**config.mk**
```make
export PLATFORM = sky130hd
export DESIGN_NAME = dev_pic
export DESIGN_NICKNAME = d
export VERILOG_FILES = /design/src/rtl/dev_pic.sv
export SDC_FILE = /design/constraint.sdc
export NUM_CORES = 1
export LEC_CHECK = 0
export BUFFER_PORTS_ARGS = -buffer_cell sky130_fd_sc_hd__buf_2
export CORE_MARGIN = 1
export CORE_UTILIZATION = 55
export DETAILED_ROUTE_END_ITERATION = 8
export PLACE_DENSITY = 0.89
export RECOVER_POWER = 25
export SYNTH_ARGS = -nofsm -noshare
export SYNTH_HDL_FRONTEND = slang
export SYNTH_SLANG_ARGS = --single-unit
export TNS_END_PERCENT = 1
```
**constraint.sdc**
```tcl
create_clock -name clk -period 4.4 [get_ports clk]
set_input_delay 0.66 -clock clk [delete_from_list [all_inputs] [get_ports clk]]
set_output_delay 0.66 -clock clk [all_outputs]
set_load 0.01 [all_outputs]
```
**src/rtl/dev_pic.sv**
```systemverilog
// Six-line interrupt aggregator: 2-edge input sync, edge/level pending latch, mask + global enable.
// dev_irq rises two edges after irq_in; register reads are combinational, writes take effect one edge later.
module dev_pic (
  input  logic        clk,
  input  logic        rst,
  input  logic [5:0]  irq_in,
  input  logic [7:0]  dev_addr,
  input  logic [31:0] dev_in,
  input  logic        we,
  output logic [31:0] dev_out,
  output logic        dev_irq
);

  localparam logic [5:0] A_CTRL  = 6'd0;
  localparam logic [5:0] A_MASK  = 6'd1;
  localparam logic [5:0] A_MODE  = 6'd2;
  localparam logic [5:0] A_PEND  = 6'd3;
  localparam logic [5:0] A_CLAIM = 6'd4;
  localparam logic [5:0] A_COUNT = 6'd5;

  logic        gen;
  logic [5:0]  mask;
  logic [5:0]  mode;
  logic [5:0]  pend;
  logic [31:0] count;
  logic [5:0]  irq_s;
  logic [5:0]  irq_p;

  logic        aligned;
  logic [5:0]  widx;
  logic        wr_ctrl, wr_mask, wr_mode, wr_pend, wr_claim, wr_count;
  logic [5:0]  set;
  logic [5:0]  clr;
  logic [5:0]  claim_clr;
  logic [5:0]  rise;
  logic [2:0]  rise_cnt;
  logic [5:0]  pm;
  logic        claim_vld;
  logic [2:0]  claim_id;

  assign aligned  = (dev_addr[1:0] == 2'b00);
  assign widx     = dev_addr[7:2];
  assign wr_ctrl  = we & aligned & (widx == A_CTRL);
  assign wr_mask  = we & aligned & (widx == A_MASK);
  assign wr_mode  = we & aligned & (widx == A_MODE);
  assign wr_pend  = we & aligned & (widx == A_PEND);
  assign wr_claim = we & aligned & (widx == A_CLAIM);
  assign wr_count = we & aligned & (widx == A_COUNT);

  assign set = (mode & irq_s & ~irq_p) | (~mode & irq_s);

  // ids 6 and 7 shift out of the 6-bit field, so they clear nothing
  assign claim_clr = wr_claim ? (6'd1 << dev_in[2:0]) : 6'd0;
  assign clr       = claim_clr | (wr_pend ? dev_in[5:0] : 6'd0);

  assign rise = set & ~pend;

  always_comb begin
    rise_cnt = 3'd0;
    for (int i = 0; i < 6; i++) begin
      rise_cnt = rise_cnt + {2'b00, rise[i]};
    end
  end

  assign pm        = pend & mask;
  assign claim_vld = |pm;
  assign dev_irq   = gen & claim_vld;

  // downward scan so the lowest pending index wins
  always_comb begin
    claim_id = 3'd0;
    for (int i = 5; i >= 0; i--) begin
      if (pm[i]) claim_id = 3'(i);
    end
  end

  always_ff @(posedge clk or posedge rst) begin
    if (rst) begin
      gen   <= 1'b0;
      mask  <= 6'd0;
      mode  <= 6'd0;
      pend  <= 6'd0;
      count <= 32'd0;
      irq_s <= 6'd0;
      irq_p <= 6'd0;
    end else begin
      irq_s <= irq_in;
      irq_p <= irq_s;
      pend  <= set | (pend & ~clr);
      if (wr_ctrl) gen  <= dev_in[0];
      if (wr_mask) mask <= dev_in[5:0];
      if (wr_mode) mode <= dev_in[5:0];
      if (wr_count) count <= dev_in;
      else          count <= count + {29'd0, rise_cnt};
    end
  end

  always_comb begin
    dev_out = 32'd0;
    if (aligned) begin
      case (widx)
        A_CTRL:  dev_out = {31'd0, gen};
        A_MASK:  dev_out = {26'd0, mask};
        A_MODE:  dev_out = {26'd0, mode};
        A_PEND:  dev_out = {26'd0, pend};
        A_CLAIM: dev_out = {28'd0, claim_vld, claim_id};
        A_COUNT: dev_out = count;
        default: dev_out = 32'd0;
      endcase
    end
  end

endmodule

```
==> flow_summary.ini <==
[detailed_routing]
drt-pass1-iter-count = 7
vias = 3314
first_iter_violations = 462
post_drt_wl_per_cell_microns = 17.7
final_antenna_net_count = 0
wl_microns = 9600
route.detailed.drc = 8
post_drt_via_cell_ratio = 6.13

[clocking]
cts_tree = yes
cts_root_buffer = clkbuf_8
cts.sinks = 63
post_cts_buffers = 0
hold_buffers = 0
cts_buffer_depth = 2
cts_resized = 0
path_clk_slew_ns = 0.07
worstSkewPairLatency_ns = 0.35
cts_buffers = 9
htree_levels = 3

[pwr]
p_seq_frac = 0.446
p_clk_frac = 0.363
total_power_mw = 1.53
p_comb_frac = 0.191
switching_power_mw = 0.460
p_int_mw = 1.07
switching_share = 0.301
ir_drop_mv = 0.177
power-per-cell-area_mw_per_mm2 = 351
leakagePower_nw = 2.13

[place]
post-place-ws_ns = 0.871
dpl.hpwl_microns = 6680
finalWeightedCongestion = 0.941
place_area_sq_mm = 0.00415
io_buffers = 81

[cells_and_area]
final_common_cell = buf_2
post-route-util = 0.679
fin_nets = 516
syn2layout_area_growth_pct = 17.3
antenna_cells_inserted = 0
final_cell_mix = buf_2, dfrtp_1, nor2_1
stdcell_area_sq_mm = 0.00436
multi_input_area_sq_mm = 0.00202
seqCellArea_sq_mm = 0.00158
fillers = 492
drive_above_1_share = 0.269

[synth]
async_flop_share = 1.00
ys_warn_count = 0
synth.ff_latch_count = 63
synth_xor_area_frac = 0.0707
synth.largest_area_cell = dfrtp_1
synthAdderAreaFrac = 0.0316
syn_area_sq_mm = 0.00372
synthTopCellsByArea = dfrtp_1, xnor2_1, and3_1, nor2_1, mux2_1
synth_compound_area_frac = 0.105
synth_cell_type_count = 47
synth_mux_area_frac = 0.0666
synth-simple-area-share = 0.268
synth_top_flop_cell = dfrtp_1
seq_area_frac_synth = 0.424
synth_top_area_frac = 0.424
synth_edf_count = 0
synth_nets = 443
syn_area_per_cell_sq_um = 9.61
synth_top_family_by_area = simple AND/OR/NAND/NOR gates
syn_inst = 387

[setup_path]
path_cells = nand2_1 > nand2_1 > nor2_1 > fa_1 > fa_1 > fa_1 > fa_1 > a21o_1 > nand3_4 > nor4_2 > xnor2_1 > a21oi_1
crit_path_frequent_cell = fa_1
endpoint_kind = register
path_class = register to register
ff2ff_path_depth = 12
critPathSlowestCell = fa_1
start_kind = register
required_ns = 4.58
regToRegEndpoint = count[22]$_DFF_PP0_
crit_arrival_ns = 3.72
crit_fanout = 9
r2r_start = mode[0]$_DFFE_PP0P_
ff2ff_setup_slack_ns = 0.86
slowest_delay_ns = 0.52

[sta]
rsz0062_at_grt = no
final_hold_viol_count = 0
fin_worst_skew_ns = 0.0129
finalMaxSlewViolations = 43
period_needed_ns = 3.54
finalCritPeriodShare = 0.805
finalSetupViolCount = 0
fin_ws_ns = 0.858
fin_setup_tns_ns = 0
relSlewSlack = -0.0244
tightest_slew_ns = 1.53
fmax_mhz = 282

[floorplanning]
num_io_pins = 82
die_w_microns = 84.2
start_util = 0.579
fp.dieH_microns = 84.2
core_region_area_sq_mm = 0.00642
die-area_sq_mm = 0.00709
rows = 29

[global_route]
grt_pass1_vias = 3298
grt_pass1_wl_microns = 16100
gr-total-overflow = 0
track_usage = 0.294
grt_start_max_net_pins = 63
antenna_found_initial = 0

[run_status]
violations = DRC, capacitance limit, slew limit
outcome = complete, but fails checks

[worst_hold_path]
hp-class = register to register
hold_path_end = irq_p[5]$_DFF_PP0_
hp-start = irq_s[5]$_DFF_PP0_
min_path_cells = 0

[flow_run]
max-cap-violations = 1
cells in the mapped netlist, drive strengths merged, types with 2 or more instances:
cell type  number
a21oi          33
a22o            5
a22oi           7
a32o            2
a32oi           3
and2            4
and3           32
and4            4
buf             3
clkbuf         19
dfrtp          63
fa              4
ha              3
inv             8
mux2           20
nand2          36
nand3          13
nand3b          2
nand4           6
nor2           51
nor3           10
nor4           11
o21ai           8
xnor2          26
xor2            4
final cells by class:
type | instances | share of cell area
sequential | 63 | 0.362
tap | 77 | 0.0221
clock buffer | 11 | 0.0324
inverter | 8 | 0.00689
multi-input combinational | 294 | 0.463
timing repair buffer | 84 | 0.0981
clock inverter | 4 | 0.0161
worst max path at each step:
stage,depth (start not counted),slack (ns),start,end
3_3_place_gp,12,1.03,mode[2]$_DFFE_PP0P_,count[28]$_DFF_PP0_
6_report,12,0.86,mode[0]$_DFFE_PP0P_,count[22]$_DFF_PP0_
3_5_place_dp,12,0.87,mode[0]$_DFFE_PP0P_,count[22]$_DFF_PP0_
5_1_grt,12,0.66,mode[0]$_DFFE_PP0P_,count[22]$_DFF_PP0_
4_1_cts,12,0.86,mode[0]$_DFFE_PP0P_,count[22]$_DFF_PP0_
2_1_floorplan,12,1.19,mode[0]$_DFFE_PP0P_,count[20]$_DFF_PP0_
cell families (layout without fill, tap and decap cells):
logic type | after synthesis | in the layout
and+or+nand+nor | 173 | 173
xor gates and xnor gates | 30 | 30
adders and majority gates | 7 | 7
DFF | 63 | 63
muxes | 21 | 21
AOI/OAI and AO/OA | 63 | 63
buffers and inverters | 30 | 107
sequential cells by signal, summed over array words and instances, names as in the netlist:
name	flops
count	32
irq_p	6
irq_s	6
mask	6
mode	6
pend	6
gen	1
worst max-delay path, delay by kind of cell (launching register included):
kind / cells / cell delay, ns
XOR/XNOR: 1 / 0.18
flip-flops: 1 / 0.40
adder cells (fa/ha/maj): 4 / 1.89
AND/OR/NAND/NOR: 5 / 0.53
AO/OA/AOI/OAI: 2 / 0.37
stage by stage:
step           hold WS (ns)  instances
3_5_place_dp          0.367        526
6_report              0.382        541
4_1_cts               0.387        541
5_1_grt               0.396        541
2_1_floorplan         0.354        387
3_3_place_gp          0.364        526
power by group through the flow:
stage	combinational (mW)	clock [mW]	sequential, mW
final	0.293	0.554	0.682
after global routing	0.323	0.587	0.688
after CTS	0.291	0.556	0.681
after detailed placement	0.287	0	0.690
after global placement	0.274	0	0.687
after floorplan	0.230	0	0.674
per-layer routing:
metal,up-vias,wire length (microns),track usage
li1,1514,-,-
met1,1592,4040,0.393
met2,174,4570,0.452
met3,34,679,0.0639
met4,0,315,0.154
met5,-,0,0
No activity file was read; power rests on OpenSTA's default activity.
